### src/rtl/bridge_word_serializer.sv
// -----------------------------------------------------------------------------
// bridge_word_serializer
//
// Turns one 32-bit APF bridge word access into four paced byte accesses on a
// byte-wide memory port. Writes are split big-endian (bits [31:24] go to byte
// offset 0). Reads fetch four bytes, reassemble them and publish the word
// with a one-cycle ready pulse. A fixed-bits/mask address match selects the
// instance so several serializers can share one bridge.
//
// Ports
//   clk_74a          bridge clock, the only clock
//   reset_n          asynchronous active-low reset
//   bridge_addr      bridge byte address, bits [1:0] ignored
//   bridge_wr        single-cycle write strobe
//   bridge_wr_data   write word, big-endian
//   bridge_rd        single-cycle read strobe
//   bridge_rd_data   last completed read word, big-endian
//   bridge_rd_ready  one-cycle pulse when bridge_rd_data has updated
//   selected         combinational address match
//   busy             a word operation is in progress
//   mem_address      {word_addr[31:2], byte_idx}
//   mem_wr_data      byte being written
//   mem_wr           one-cycle byte write pulse
//   mem_rd           one-cycle byte read pulse
//   mem_rd_data      byte read result, sampled READ_CYCLES-1 cycles after mem_rd
// -----------------------------------------------------------------------------
module bridge_word_serializer #(
    parameter logic [31:0] FIXED_BITS   = 32'h10000000,
    parameter logic [31:0] FIXED_MASK   = 32'hffffff80,
    parameter int          READ_CYCLES  = 16,
    parameter int          WRITE_CYCLES = 2
) (
    input  logic        clk_74a,
    input  logic        reset_n,
    input  logic [31:0] bridge_addr,
    input  logic        bridge_wr,
    input  logic [31:0] bridge_wr_data,
    input  logic        bridge_rd,
    output logic [31:0] bridge_rd_data,
    output logic        bridge_rd_ready,
    output logic        selected,
    output logic        busy,
    output logic [31:0] mem_address,
    output logic [7:0]  mem_wr_data,
    output logic        mem_wr,
    output logic        mem_rd,
    input  logic [7:0]  mem_rd_data
);

    localparam logic [1:0] ST_IDLE  = 2'd0;
    localparam logic [1:0] ST_WRITE = 2'd1;
    localparam logic [1:0] ST_READ  = 2'd2;

    // The gap counter is loaded with cycles-minus-one so that a value of zero
    // marks the last cycle of the current byte slot.
    localparam logic [7:0] WR_GAP = 8'(WRITE_CYCLES - 1);
    localparam logic [7:0] RD_GAP = 8'(READ_CYCLES - 1);

    logic [1:0]  state_q,     state_d;
    logic [7:0]  gap_q,       gap_d;
    logic [1:0]  byte_idx_q,  byte_idx_d;
    logic [29:0] word_addr_q, word_addr_d;
    logic [31:0] wr_word_q,   wr_word_d;
    logic [31:0] asm_q,       asm_d;
    logic [31:0] rd_data_q,   rd_data_d;
    logic        rd_ready_q,  rd_ready_d;
    logic        mem_wr_q,    mem_wr_d;
    logic        mem_rd_q,    mem_rd_d;

    // Big-endian lane: byte offset k lives at bit 8*(3-k); for a 2-bit index
    // 3-k is simply its bitwise inverse.
    logic [4:0] lane_lsb;
    assign lane_lsb = {~byte_idx_q, 3'b000};

    // Word alignment makes the two low address bits don't-care.
    logic unused_addr_lsbs;
    assign unused_addr_lsbs = ^bridge_addr[1:0];

    assign selected = (bridge_addr & FIXED_MASK) == FIXED_BITS;

    always_comb begin
        // NOTE: every next-state variable gets a hold default first so no path
        // through the case leaves one unassigned and infers a latch.
        state_d     = state_q;
        gap_d       = gap_q;
        byte_idx_d  = byte_idx_q;
        word_addr_d = word_addr_q;
        wr_word_d   = wr_word_q;
        asm_d       = asm_q;
        rd_data_d   = rd_data_q;
        rd_ready_d  = 1'b0;
        mem_wr_d    = 1'b0;
        mem_rd_d    = 1'b0;

        case (state_q)
            ST_IDLE: begin
                // Write has priority; a read in the same cycle is dropped.
                if (bridge_wr && selected) begin
                    word_addr_d = bridge_addr[31:2];
                    wr_word_d   = bridge_wr_data;
                    byte_idx_d  = 2'd0;
                    gap_d       = WR_GAP;
                    mem_wr_d    = 1'b1;
                    state_d     = ST_WRITE;
                end else if (bridge_rd && selected) begin
                    word_addr_d = bridge_addr[31:2];
                    byte_idx_d  = 2'd0;
                    gap_d       = RD_GAP;
                    mem_rd_d    = 1'b1;
                    state_d     = ST_READ;
                end
            end

            ST_WRITE: begin
                if (gap_q != 8'd0) begin
                    gap_d = gap_q - 8'd1;
                end else if (byte_idx_q == 2'd3) begin
                    state_d = ST_IDLE;
                end else begin
                    byte_idx_d = byte_idx_q + 2'd1;
                    gap_d      = WR_GAP;
                    mem_wr_d   = 1'b1;
                end
            end

            ST_READ: begin
                if (gap_q != 8'd0) begin
                    gap_d = gap_q - 8'd1;
                end else begin
                    asm_d[lane_lsb +: 8] = mem_rd_data;
                    if (byte_idx_q == 2'd3) begin
                        // Publish the word including the byte captured now.
                        rd_data_d  = asm_d;
                        rd_ready_d = 1'b1;
                        state_d    = ST_IDLE;
                    end else begin
                        byte_idx_d = byte_idx_q + 2'd1;
                        gap_d      = RD_GAP;
                        mem_rd_d   = 1'b1;
                    end
                end
            end

            default: state_d = ST_IDLE;
        endcase
    end

    always_ff @(posedge clk_74a or negedge reset_n) begin
        if (!reset_n) begin
            state_q     <= ST_IDLE;
            gap_q       <= 8'd0;
            byte_idx_q  <= 2'd0;
            word_addr_q <= 30'd0;
            wr_word_q   <= 32'd0;
            asm_q       <= 32'd0;
            rd_data_q   <= 32'd0;
            rd_ready_q  <= 1'b0;
            mem_wr_q    <= 1'b0;
            mem_rd_q    <= 1'b0;
        end else begin
            // NOTE: non-blocking assignments here so every register samples
            // the pre-edge values computed by the combinational block.
            state_q     <= state_d;
            gap_q       <= gap_d;
            byte_idx_q  <= byte_idx_d;
            word_addr_q <= word_addr_d;
            wr_word_q   <= wr_word_d;
            asm_q       <= asm_d;
            rd_data_q   <= rd_data_d;
            rd_ready_q  <= rd_ready_d;
            mem_wr_q    <= mem_wr_d;
            mem_rd_q    <= mem_rd_d;
        end
    end

    assign busy            = state_q != ST_IDLE;
    assign bridge_rd_data  = rd_data_q;
    assign bridge_rd_ready = rd_ready_q;
    assign mem_wr          = mem_wr_q;
    assign mem_rd          = mem_rd_q;
    // Both are pure functions of held registers, so they stay stable between
    // pulses and keep their last value after the operation ends.
    assign mem_address     = {word_addr_q, byte_idx_q};
    assign mem_wr_data     = wr_word_q[lane_lsb +: 8];

endmodule

### config.mk
export PLATFORM = sky130hd
export DESIGN_NAME = bridge_word_serializer
export DESIGN_NICKNAME = d
export VERILOG_FILES = /design/src/rtl/bridge_word_serializer.sv
export SDC_FILE = /design/constraint.sdc
export NUM_CORES = 1
export LEC_CHECK = 0
export CAP_MARGIN = 10
export CORE_UTILIZATION = 40
export DETAILED_ROUTE_END_ITERATION = 12
export PLACE_DENSITY_LB_ADDON = 0.08
export SYNTH_ARGS = -nofsm -noshare
export SYNTH_HDL_FRONTEND = slang
export SYNTH_SLANG_ARGS = --single-unit
### constraint.sdc
create_clock -name clk_74a -period 4.3 [get_ports clk_74a]
set_input_delay 0.86 -clock clk_74a [delete_from_list [all_inputs] [get_ports clk_74a]]
set_output_delay 0.86 -clock clk_74a [all_outputs]
set_load 0.05 [all_outputs]
Word level (Yosys, flattened, before mapping):

Index checks and enable logic that the tools add are counted.

* $add $sub $neg: 3
* eq/ne operators: 10
* shift operators: 3
* mux-type cells: 30
* bitwise operators: 2
* reduce and logical (&&, ||, !) cells: 16

Operators by type and width (count)
* $mux W30: 2
* $mux W8: 6
* $bwmux W32: 1
* $shift A8 B7 Y32 const A: 1
* $shiftx A32 B6 Y8: 1
* $shiftx A8 B7 Y32: 1
* $eq A25 B22 Y1 const B: 1
* $pmux W8 S3: 1
* $mux W2: 8
* $ne A3 B3 Y1 const B: 3
* $mux W1: 8
* $pmux W2 S2: 2
* $reduce_and A4 Y1: 2
* $reduce_bool A8 Y1: 1
* $sub A8 B1 Y8 const B: 1
* $neg A5 Y7: 1
* $reduce_and A2 Y1: 3
* $reduce_and A3 Y1: 2
* $reduce_bool A2 Y1: 3
* $eq A2 B2 Y1 const B: 2
* $ne A2 B2 Y1 const B: 2
* $pmux W1 S2: 2
* $reduce_bool A3 Y1: 1
* $add A2 B1 Y2 const B: 1
* other kinds (7): 8

* bits in registers: 141
* input port bits: 76
* output and inout port bits: 77
* word-level logic and storage cells: 74

Logic depth before layout (Yosys ltp):

Gate-level depths: netlist (run 1).

* word-level depth: 5
* mapped depth: 9
* mapped depth without buffers: 7

Least setup slack after synthesis (run 1):

Ideal clock, no wire load.

* kind: in2reg
* start: input bridge_addr[8]
* end: register word_addr_q[0]
* setup time: 128 ps
* arrival: 2764 ps
* required time: 4172 ps
* slack: 1408 ps
* stages on the path: 6
* path buffers: 1
* cell sequence: nor4_4 > nand4_4 > nor3_4 > nor3b_2 > buf_4 > mux2_1

* cells in the longest elaborated chain, start to end: 4
* elaborated cells on any way between the ends: 6
* those cells by class: eq/ne: 1; mux: 1; reduce/logical: 4

RTL lines
* from (decl): line 35 `input logic [31:0] bridge_addr,`
* $eq A25 B22 Y1 (*): line 79 `assign selected = (bridge_addr & FIXED_MASK) == FIXED_BITS;`
* named net selected: line 41 `output logic selected,`
* $logic_and A1 B1 Y1, on equally long branches: line 98, 105
* $reduce_bool A2 Y1 (no source line)
* $reduce_and A2 Y1 (no source line)
* to (signal assigned): line 166 `word_addr_q <= word_addr_d;`
* to (decl): line 62 `logic [29:0] word_addr_q, word_addr_d;`

Mark *: on every way through the listed nets, which the timed path passes. The rest lies on a longest branch.
A chain may end at the register's enable or synchronous reset.

Worst setup path in the final report (run 1):

* start: register byte_idx_q[0]
* end: output mem_wr_data[3]

* cells in the longest elaborated chain, start to end: 2

RTL lines
* from (decl): line 61 `logic [1:0] byte_idx_q, byte_idx_d;`
* from (signal assigned): line 165 `byte_idx_q <= byte_idx_d;`
* $not A2 Y2: line 73 `assign lane_lsb = {~byte_idx_q, 3'b000};`
* $shiftx A32 B6 Y8: line 184 `assign mem_wr_data = wr_word_q[lane_lsb +: 8];`
* to (decl): line 44 `output logic [7:0] mem_wr_data,`

No other way between the ends.

==> summary.txt, run 1 <==
Timing
  – Fmax: 0.278 GHz
  – Clock Skews: 0.00634 ns
  – Final setup vio count: 0
  – Slew Limit Fails: 0
  – Crit path time final: 3.59 ns
  – RSZ-0062 raised after global routing: false
  – Max-slew headroom: 34.9%
  – Period Utilization, post-route: 83.6%
  – Slew @ Worst Pin: 0.977 ns
  – TNS Setup: 0 ns
  – Final hold violation count: 0

Yosys
  – YS warnings: 0
  – Post-synth cell types: 52
  – Post-Syn Instances: 512
  – Synthesized area: 6280 sq um
  – Syn Area/Cell: 12.3 sq um
  – Flops & latches, synth: 141
  – Sequential share of the synthesized area: 56.2%
  – EDFF count, synth: 0
  – Synth Net Count: 597
  – Async SR Flop Fraction: 100%
  – Predominant post-synthesis flop cell: dfrtp_1

Global route
  – Global-route wire length before repair: 23700 um
  – Number of global-route vias before repair: 4527
  – Total global-route track usage: 18.7%
  – GR peak layer: met2
  – Overflow after GRT: 0
  – Initial antenna violation count: 0
  – GR Layer Usage met2: 30.4%
  – Met3 track utilization from global routing: 4.82%
  – Pin count of the biggest net entering global routing: 107
  – Met1 usage: 24.9%

Cells and area
  – Commonest non-fill, non-tap cells in the layout: clkdlybuf4s50_1 (148), dfrtp_1 (141), nand2_1 (68)
  – Antenna Cells: 0
  – Layout cells sized above 1: 12.4%
  – P&R area growth vs syn: 36.7%
  – Commonest non-fill, non-tap cell in the layout: clkdlybuf4s50_1
  – Nets: 750
  – Final design utilization: 56.3%

Clock tree
  – Hold_buf cts: 0
  – CTS sink cnt: 141
  – CTS buffer count: 17
  – Worst-case clock buffer depth: 2
  – Post-CTS resize count: 0
  – CTS root buffer: clkbuf_16
  – Clk pin slew, worst setup/hold paths: 0.06 ns
  – CTS tree: built
  – Setup Buffers After CTS: 0
  – H-tree levels: 4
  – Clk_lat worst skew: 0.41 ns

Drt
  – Antenna viol nets, final: 0
  – Residual DRC: 0
  – Post-Route WL: 14100 um
  – DR WL/cell: 15.8 um
  – Routed via count: 4433
  – Initial drt markers: 320
  – Drt first pass iters: 4
  – Drt via density: 4.99

Floorplan
  – Die area: 16200 sq um
  – IO Pins: 153
  – Core Area: 15300 sq um
  – Die Y: 127 um
  – Num rows: 45
  – Starting Density: 41.2%
  – Die W: 127 um

Critical path
  – Reg2reg end: asm_q[6]
  – Crit Path Max Fanout: 19
  – Reg2reg start: byte_idx_q[0]
  – CP required: 3.44 ns
  – R2R setup slack: 1.54 ns
  – FF-to-FF path depth: 5
  – Worst setup SP type: flop
  – Critical Path Sink Type: output port
  – CP Class: reg2out
  – Critical Path AT: 2.73 ns

Pwr
  – Logic gate share of total power: 3.9%
  – Switch share: 20.1%
  – Maximum vdd drop: 0.239 mV
  – Cell leakage power: 4.04 nW
  – Int Power: 0.00233 W
  – Clock group share of total power: 50.5%
  – Share of power burned in registers: 45.6%
  – Switching Power: 0.000585 W
  – Pwr Density: 339 nW/um^2

Place
  – Port bufs: 150
  – DP HPWL: 9870 um
  – GP Congestion: 0.849

Min path
  – Min-delay src: word_addr_q[26]
  – Hold path depth: 1
  – Hold Path End: word_addr_q[26]
  – Hold crit path type: reg2reg

Flow run
  – Max-Cap Viols: 0

Outcome
  – Status: complete, no violations
[routing by layer]
| metal | wire, um | up-vias |
|---|---|---|
| li1 | - | 2134 |
| met1 | 6450 | 2205 |
| met2 | 6960 | 88 |
| met3 | 538 | 6 |
| met4 | 108 | 0 |
| met5 | 0 | - |
[worst max-delay path, cell delays in order (launching register included)]
cell and delay, ns:
dfrtp_1 0.98, mux4_2 0.62, clkdlybuf4s50_1 0.72
[kinds of logic (layout without fill, tap and decap cells)]
kind of cell,Yosys count,in the layout,synth area share (%)
fa+ha+maj,9,9,1.79
flops,141,141,56.2
compound gates,79,79,9.60
mux,50,50,11.5
buf+inv,35,200,2.61
simple gates,198,198,18.3
[how the worst max path moves through the flow]
stage                     cells past startpoint              to       startpoint  slack, ns
after floorplan                               6  word_addr_q[0]   bridge_addr[8]       1.41
after global placement                        6  word_addr_q[1]  bridge_addr[11]       0.89
after detailed placement                      6  word_addr_q[2]  bridge_addr[11]       0.86
after CTS                                     2  mem_wr_data[4]    byte_idx_q[0]       0.61
after global routing                          2  mem_wr_data[3]    byte_idx_q[0]       0.50
final                                         2  mem_wr_data[3]    byte_idx_q[0]       0.71
[synthesized netlist by cell type, types with 3 or more instances]
cell type  number  area share, %
mux4_2          8            2.9
nor2_1          8           0.48
nor2b_1        56            5.6
mux2_1         13            2.3
or3_1           4           0.40
nor3_1          5           0.40
a21o_1          3           0.36
ha_1            9            1.8
o21ai_0        15            1.2
nor4_4          4            1.4
clkbuf_1       14           0.84
a21oi_1        12           0.96
inv_1          12           0.72
dfrtp_1       141             56
mux2i_1         4           0.64
nand2b_1        5           0.50
mux2_4         20            4.8
a22o_1         32            4.5
buf_6           3           0.54
mux2_2          5           0.90
buf_2           5           0.40
nand2_1        68            4.1
nand3_1        27            2.2
[cell type report]
class | instances | area (sq um)
clock buffers | 20 | 457
clock inverters | 11 | 143
fillers | 1304 | 6680
inverters | 12 | 45.0
multi-input cells | 336 | 2590
flip-flops and latches | 141 | 3530
well taps | 211 | 264
repair buffers | 157 | 1550
[power by group through the flow]
| stage | logic, W | registers [W] | clock network [W] |
|---|---|---|---|
| finish | 0.000113 | 0.00133 | 0.00147 |
| global route | 0.000123 | 0.00133 | 0.00157 |
| CTS | 0.000116 | 0.00133 | 0.00151 |
| detailed placement | 0.000115 | 0.00135 | 0 |
| global placement | 0.000113 | 0.00135 | 0 |
| floorplan | 0.00000639 | 0.00135 | 0 |
[through the flow]
stage                     setup slack (ns)  std cells  hold WS (ns)  total power [W]  instance area [sq um]
final                                0.706        888         0.460          0.00291                   8580
after global routing                 0.500        888         0.493          0.00302                   8580
after CTS                            0.609        888         0.469          0.00295                   8580
after detailed placement             0.856        857         0.455          0.00147                   7980
after global placement               0.887        857         0.450          0.00146                   7980
after floorplan                       1.41        512         0.458          0.00136                   6280
[registers in the layout, summed over array words and instances (netlist names), 2 cells and up]
signal          flops
state_q             2
word_addr_q        30
gap_q               8
byte_idx_q          2
asm_q              32
wr_word_q          32
bridge_rd_data     32
(Power assumes the default switching activity.)
==> inputs of run 2 (changes only) <==
==> constraint.sdc (replaced) <==
create_clock -name clk_74a -period 3.55 [get_ports clk_74a]
set_input_delay 0.71 -clock clk_74a [delete_from_list [all_inputs] [get_ports clk_74a]]
set_output_delay 0.71 -clock clk_74a [all_outputs]
set_load 0.05 [all_outputs]
==> summary.txt, run 2 (synthesis gave the netlist of run 1 again) <==
Pwr
  – Cell leakage power: 4.08 nW (+1.0%)
  – Switching Power: 0.000771 W (+32%)
  – Logic gate share of total power: 3.8% (about the same)
  – Switch share: 21.2% (+1.1 points)
  – Pwr Density: 421 nW/um^2 (+24%)
  – Share of power burned in registers: 44.1% (-1.5 points)
  – Clock group share of total power: 52.1% (+1.6 points)
  – Int Power: 0.00287 W (+23%)
  – Maximum vdd drop: 0.303 mV (+27%)
  – Total power: 0.00364 W (+25%)

Floorplan
  – Die area: 16200 sq um (unchanged)
  – Starting Density: 41.2% (unchanged)
  – IO Pins: 153 (unchanged)
  – Num rows: 45 (unchanged)
  – Die Y: 127 um (unchanged)
  – Core Area: 15300 sq um (unchanged)
  – Die W: 127 um (unchanged)

Clock tree
  – Post-CTS resize count: 0 (unchanged)
  – Clk pin slew, worst setup/hold paths: 0.06 ns (about the same)
  – Hold_buf cts: 0 (unchanged)
  – Clk_lat worst skew: 0.42 ns (about the same)
  – Worst-case clock buffer depth: 2 (unchanged)
  – H-tree levels: 4 (unchanged)
  – CTS tree: built
  – Setup Buffers After CTS: 0 (unchanged)
  – CTS root buffer: clkbuf_16
  – CTS sink cnt: 141 (unchanged)
  – CTS buffer count: 17 (unchanged)

Critical path
  – Reg2reg end: asm_q[23]
  – Crit Path Max Fanout: 13 (-6)
  – Critical Path Sink Type: output port
  – Reg2reg start: gap_q[0]
  – CP required: 2.84 ns (-0.60 ns)
  – R2R setup slack: 0.97 ns (-0.57 ns)
  – FF-to-FF path depth: 7 (+2)
  – CP Class: reg2out
  – Worst setup SP type: flop
  – Critical Path AT: 2.55 ns (-0.18 ns)

Timing
  – Slew @ Worst Pin: 0.733 ns (-0.244 ns)
  – Setup ws final: 0.292 ns (-0.414 ns)
  – RSZ-0062 raised after global routing: false
  – Fmax: 0.307 GHz
  – Slew Limit Fails: 0 (unchanged)
  – Clock Skews: 0.00585 ns (-0.000488 ns)
  – Crit path time final: 3.26 ns
  – Max-slew headroom: 50.9% (+16 points)
  – TNS Setup: 0 ns (unchanged)
  – Period Utilization, post-route: 91.8%
  – Final setup vio count: 0 (unchanged)
  – Final hold violation count: 0 (unchanged)

Drt
  – Drt first pass iters: 4 (unchanged)
  – Routed via count: 4474 (+0.92%)
  – Residual DRC: 0 (unchanged)
  – Drt via density: 5.03 (+0.70%)
  – Initial drt markers: 257 (-20%)
  – Post-Route WL: 14100 um (+0.42%)
  – DR WL/cell: 15.9 um (+0.19%)
  – Antenna viol nets, final: 0 (unchanged)

Cells and area
  – Design Area, Final: 8650 sq um (+0.82%)
  – Nets: 751 (+0.13%)
  – Post-route insts no fill: 890 (+0.23%)
  – P&R area growth vs syn: 37.8%
  – Commonest non-fill, non-tap cell in the layout: clkdlybuf4s50_1
  – Antenna Cells: 0 (unchanged)
  – Commonest non-fill, non-tap cells in the layout: clkdlybuf4s50_1 (148), dfrtp_1 (141), nand2_1 (68)
  – Layout cells sized above 1: 12.8% (+0.41 points)

Place
  – DP HPWL: 10000 um (+1.6%)
  – GP Congestion: 0.817 (-3.7%)
  – Placed Instances: 858 (+0.12%)
  – Port bufs: 150 (unchanged)
  – Area post-placement: 8020 sq um (+0.41%)
  – DP Worst Slack: 0.444 ns (-0.412 ns)

Min path
  – Hold crit path type: in2async

Global route
  – Global-route wire length before repair: 23800 um (+0.41%)
  – Total global-route track usage: 19.0% (+0.31 points)
  – Initial antenna violation count: 0 (unchanged)
  – Pin count of the biggest net entering global routing: 73 (-32%)
  – Number of global-route vias before repair: 4613 (+1.9%)
  – Overflow after GRT: 0 (unchanged)

Flow run
  – Max-Cap Viols: 0 (unchanged)

Outcome
  – Status: complete, no violations
==> run 2: changes by cell type in the layout (fill, tap and decap cells not counted) <==
cell,before,now
inv_6,0,4
clkinv_4,0,5
clkbuf_1,1,0
buf_4,8,7
clkinvlp_4,5,1
clkbuf_8,2,0
clkinv_2,3,1
buf_12,0,2
bufinv_16,3,4
==> run 2: worst max path at each step <==
stage / startpoint / end / slack (ns) / cells past startpoint
after floorplan: bridge_addr[8] / word_addr_q[0] / 0.81 / 6
after global placement: bridge_addr[11] / word_addr_q[1] / 0.45 / 6
after detailed placement: bridge_addr[11] / word_addr_q[1] / 0.44 / 6
after CTS: byte_idx_q[0] / mem_wr_data[2] / 0.24 / 2
after global routing: byte_idx_q[0] / mem_wr_data[1] / 0.17 / 2
final: byte_idx_q[0] / mem_wr_data[1] / 0.29 / 2
==> run 2: area by class of cell <==
cell class | count | area (sq um)
inverter | 12 | 45.0
sequential | 141 | 3530
fill | 1290 | 6610
multi-input combinational | 336 | 2590
tap | 211 | 264
clock inverter | 15 | 211
clock buffer | 17 | 425
timing repair buffer | 158 | 1590
==> run 2: power groups by stage <==
stage                     clock, W  sequential (W)  combinational (W)
after floorplan                  0         0.00164         0.00000774
after global placement           0         0.00164           0.000138
after detailed placement         0         0.00164           0.000141
after CTS                  0.00194         0.00161           0.000141
after global routing       0.00202         0.00161           0.000151
final                      0.00190         0.00161           0.000138
==> run 2: per-stage QoR <==
step / util [%] / hold WS, ns
4_1_cts: 56.7 / 0.326
5_1_grt: 56.7 / 0.362
6_report: 56.7 / 0.303
3_5_place_dp: 52.5 / 0.455
2_1_floorplan: - / 0.414
3_3_place_gp: 52.5 / 0.450
==> run 2: routing by layer <==
metal	share of wire (%)	track usage, %	wire (um)	up-vias
met5	0	0	0	-
met4	1.9	8.05	265	0
met3	3.9	4.44	545	22
met2	49	30.6	6970	110
met1	45	24.8	6340	2214
li1	-	-	-	2128
==> run 2: worst max-delay path, cell delays in order, from the launching register on <==
cell	delay, ns
dfrtp_1	0.80
mux4_2	0.60
clkdlybuf4s50_1	0.72
==> RTL edit 1 (flow settings as in run 2) <==
Make the reset (`reset_n`) synchronous in one clocked block. Comments in the files are not updated.
--- a/src/rtl/bridge_word_serializer.sv
+++ b/src/rtl/bridge_word_serializer.sv
@@ -145,7 +145,7 @@
         endcase
     end
 
-    always_ff @(posedge clk_74a or negedge reset_n) begin
+    always_ff @(posedge clk_74a) begin
         if (!reset_n) begin
             state_q     <= ST_IDLE;
             gap_q       <= 8'd0;
Check against the original RTL: differs if reset_n is asserted again (counterexample within 4 cycles, from zero or initial values and one cycle with reset_n low); with reset_n held inactive, the same outputs for 10 cycles.
==> RTL edit 1 against run 2 <==
- clock skew increased by 1.3 ps
- area after synthesis decreased by 7.6%
- die area decreased by 7.5%
- setup slack improved by 68 ps
- global-route usage increased by 1.1 points
- wire length increased by 3.1%
- cell area decreased by 7.4%
- power decreased by 8.0%
- via count increased by 7.9%
- sequential cell count unchanged
- critical path type unchanged
- largest power group unchanged
- highest routed layer unchanged
==> RTL edit 1: results (changes against run 2) <==
| Metric | Value |
|---|---|
| DP HPWL | 10.0 mm (about the same) |
| Syn Nets | 698 (was 597) |
| TritonCTS Buffers | 17 (unchanged) |
| Depth of the CTS H-tree | 4 (unchanged) |
| Inst Count DP | 912 (was 858) |
| Relative slew slack | 24.7% (was 50.9%) |
| Worst r2r path cells | 6 (was 7) |
| Yosys cell types | 50 (was 52) |
| Vias per cell | 5.13 (was 5.03) |
| Status | complete, no violations (unchanged) |
| Worst skew pair latency | 420 ps (about the same) |
| Final WL | 14.6 mm (was 14.1 mm) |
| Post-layout nets | 838 (was 751) |
| Arrival time at the worst endpoint | 2480 ps (was 2550 ps) |
| Hold Path Depth | 1 |
| Fraction of layout cells with a size suffix above 1 | 8.15% (was 12.8%) |
| Top cells by count, synth | 141 x dfxtp_1, 107 x nor2_1, 63 x a211oi_1 (was 141 x dfrtp_1, 68 x nand2_1, 56 x nor2b_1) |
| Critical path fanouts, max | 9 (was 13) |
| DRT iter0 DRCs | 267 (was 257) |
| Vias in the first global route | 4655 (was 4613) |
| Largest net degree at the start of global routing | 109 (was 73) |
| P_sw | 688 uW (was 771 uW) |
| Root buffer cell | clkbuf_16 (unchanged) |
| CTS max path bufs | 2 (unchanged) |
| Post-CTS Setup Inserts | 0 (unchanged) |
| Sequential-to-total area share from yosys stat | 48.7% (was 56.2%) |
| Total routing usage reported by global routing | 20.2% (was 19.0%) |
| Syn Inst Count | 612 (was 512) |
| Diode count | 0 (unchanged) |
| Initial DRT Pass Iterations | 4 (unchanged) |
| Placed cell areas | 7460 um2 (was 8020 um2) |
| Hold Crit Class | flip-flop to flip-flop (was primary input to async pin) |
| Placer Congestion | 0.819 (was 0.817) |
| Vias | 4826 (was 4474) |
| Resized cells post-CTS | 0 (unchanged) |
| First-pass GRT wire length | 23.2 mm (was 23.8 mm) |
| Placement Setup Slack | 532 ps (was 444 ps) |
| Initial antenna violation count | 0 (unchanged) |
| Port buffer count | 150 (unchanged) |
| Worst clock skew | 7.14 ps (was 5.85 ps) |
| Max rail drop VDD | 0.297 mV (was 0.303 mV) |
| Cell leakage power | 2.71 nW (was 4.08 nW) |
| Reg clk slew, reported paths | 50 ps |
| Ys Warns | 0 (unchanged) |
| Async S/R FF share, synth | 0% (was 100%) |
| Dominant cells by area after synthesis | dfxtp_1 49%, a211oi_1 8.2%, nor2_1 6.9% (was dfrtp_1 56%, nor2b_1 5.6%, mux2_4 4.8%) |
[RTL edit 1: cell types whose count changed after synthesis, moves of 30 or more]
| cell | delta |
|---|---|
| nor2_1 | +99 |
| dfrtp_1 | -141 |
| mux2i_1 | +30 |
| a21oi_1 | +31 |
| a211oi_1 | +63 |
| dfxtp_1 | +141 |
| nand2_1 | -50 |
| a22o_1 | -32 |
[RTL edit 1: kinds of logic after synthesis]
family	count (synthesis)	share of synthesized area (%)
compound gates	141	16.2
xor+xnor	1	0.151
fa+ha+maj	10	2.16
buf+inv	52	4.18
flops	141	48.7
mux	42	8.97
simple gates	225	19.7
[RTL edit 1: cell type report]
cell class,count,area (um2)
Tap cell,180,225
Fill cell,1239,5980
Clock buffer,22,474
Sequential cell,141,2820
Timing Repair Buffer,162,1630
Clock inverter,6,63.8
Inverter,11,41.3
Multi-Input combinational cell,419,2760
[RTL edit 1: worst max-delay path, cell delays in order (launching register included)]
cell	delay (ps)
dfxtp_1	730
mux4_2	590
clkdlybuf4s50_1	740
[RTL edit 1: metal layers]
metal  up-vias  track usage, %  routed length, um
li1       2454               -                  -
met1      2260            24.5               6660
met2        96            32.5               6810
met3        16            7.39                886
met4         0            7.62                191
met5         -               0                  0
[RTL edit 1: power by group through the flow]
stage | sequential, mW | combinational [mW] | clock (mW)
finish | 1.58 | 0.132 | 1.64
floorplan | 1.62 | 0.0310 | 0
detailed placement | 1.62 | 0.132 | 0
global placement | 1.62 | 0.130 | 0
CTS | 1.58 | 0.133 | 1.68
global route | 1.58 | 0.141 | 1.74
[RTL edit 1: worst paths after layout]
path	start	to	slack, ps
setup / recovery	byte_idx_q[0]	mem_wr_data[6]	360
hold reg to reg	word_addr_q[14]	word_addr_q[14]	460
setup reg to reg	byte_idx_q[0]	asm_q[31]	740
hold / removal	word_addr_q[14]	word_addr_q[14]	460
==> RTL edit 2 (flow settings as in run 2) <==
Without the edit above. Change the parameter `READ_CYCLES` from 16 to 12.
--- a/src/rtl/bridge_word_serializer.sv
+++ b/src/rtl/bridge_word_serializer.sv
@@ -27,7 +27,7 @@
 module bridge_word_serializer #(
     parameter logic [31:0] FIXED_BITS   = 32'h10000000,
     parameter logic [31:0] FIXED_MASK   = 32'hffffff80,
-    parameter int          READ_CYCLES  = 16,
+    parameter int          READ_CYCLES  = 12,
     parameter int          WRITE_CYCLES = 2
 ) (
     input  logic        clk_74a,
Check against the original RTL: same outputs for any inputs over 4 cycles, from zero or initial values and one cycle with reset_n low; that may be too few to reach the edited logic, so the function may still have changed.
==> RTL edit 2 against run 2 <==
- area after synthesis is 2.0% lower
- first-iteration DRC count is 11% lower
- clock skew is 3.9 ps higher
- setup slack worse by 7.9 ps
- cell area is 1.1% lower
- count of clock-buffer cells in the layout is 4 higher
- largest power group unchanged
- sequential cell count stayed put
- wire length is 1.3% lower
- power is 3.4% higher
- critical path depth stayed put
==> RTL edit 2: results (changes against run 2) <==
| Metric | Value |
|---|---|
| M3 GR Usage | 6.12% (was 4.44%) |
| CTS max path bufs | 2 (unchanged) |
| Placer Congestion | 0.810 (was 0.817) |
| Placement Setup Slack | 447 ps (was 444 ps) |
| First-pass GRT wire length | 23.4 mm (was 23.8 mm) |
| Dominant cells by area after synthesis | dfrtp_1 57%, mux2_1 6.8%, a22o_1 4.6% (was dfrtp_1 56%, nor2b_1 5.6%, mux2_4 4.8%) |
| Syn Inst Count | 492 (was 512) |
| Syn Nets | 578 (was 597) |
| Non-filler cells, final | 841 (was 890) |
| Cell leakage power | 3.96 nW (was 4.08 nW) |
| Fraction of layout cells with a size suffix above 1 | 11.0% (was 12.8%) |
| Total routing usage reported by global routing | 19.1% (was 19.0%) |
| DP HPWL | 9.68 mm (was 10.0 mm) |
| Yosys cell types | 53 (was 52) |
| Largest net degree at the start of global routing | 83 (was 73) |
| GR Layer Usage met1 | 23.7% (was 24.8%) |
| Final period utilization | 92.0% (was 91.8%) |
| P_clk | 2.03 mW (was 1.90 mW) |
| Post-layout nets | 730 (was 751) |
| Critical R2R Launch | byte_idx_q[0] (was gap_q[0]) |
| Inst Count DP | 809 (was 858) |
| P_sw | 714 uW (was 771 uW) |
| Max rail drop VDD | 0.342 mV (was 0.303 mV) |
| Sequential-to-total area share from yosys stat | 57.3% (was 56.2%) |
| Top cells by count, synth | 141 x dfrtp_1, 37 x mux2_1, 36 x a21oi_1 (was 141 x dfrtp_1, 68 x nand2_1, 56 x nor2b_1) |
| Vias in the first global route | 4642 (was 4613) |
| Status | complete, no violations (unchanged) |
| Met2 WL | 6.65 mm (was 6.97 mm) |
| Fillcell total | 1221 (was 1290) |
| DRT iter0 DRCs | 228 (was 257) |
-- RTL edit 2: changes by cell type after synthesis, moves of 4 or more --
cell      before  now
a21oi_1       12   36
mux2_1        13   37
and3_1         2    7
buf_2          5   12
mux2_2         5    0
mux2_4        20    0
nand2_1       68   21
nand3_1       27    2
a31oi_1        2   24
nand2b_1       5   26
nor2b_1       56   35
nor4_2         1    5
-- RTL edit 2: final timing paths --
| check | slack (ps) | depth (start not counted) | endpoint |
|---|---|---|---|
| min reg2reg | 480 | 2 | bridge_rd_data[4] |
| min | 330 | 1 | bridge_rd_data[19] |
| max | 280 | 2 | mem_wr_data[3] |
| max in group asynchronous | 2430 | 2 | word_addr_q[10] |
| min in group clk_74a | 480 | 2 | bridge_rd_data[4] |
| max reg2reg | 850 | 5 | asm_q[5] |
-- RTL edit 2: cell type report --
type | instances | area, um2 | area share [%]
sequential | 141 | 3530 | 41.2
multi-input combinational | 310 | 2470 | 28.8
timing repair buffer | 162 | 1600 | 18.7
clock buffer | 21 | 470 | 5.50
tap | 184 | 230 | 2.69
clock inverter | 11 | 211 | 2.47
inverter | 12 | 45.0 | 0.526
-- RTL edit 2: kinds of logic (layout without fill, tap and decap cells) --
group | count (synthesis) | count (layout) | share of synthesized area (%)
flip-flops | 141 | 141 | 57.3
AND/OR/NAND/NOR | 128 | 128 | 13.7
AO/OA/AOI/OAI | 124 | 124 | 14.0
multiplexers | 48 | 48 | 10.2
buffers and inverters | 41 | 206 | 2.74
adder cells (fa/ha/maj) | 10 | 10 | 2.03
-- RTL edit 2: worst reg2reg max path, delay by kind of cell (launching register included) --
| kind | cells | cell delay [ps] |
|---|---|---|
| adders and majority gates | 1 | 540 |
| and+or+nand+nor | 2 | 830 |
| buffers and inverters | 1 | 280 |
| AOI/OAI and AO/OA | 1 | 200 |
| DFF | 1 | 790 |
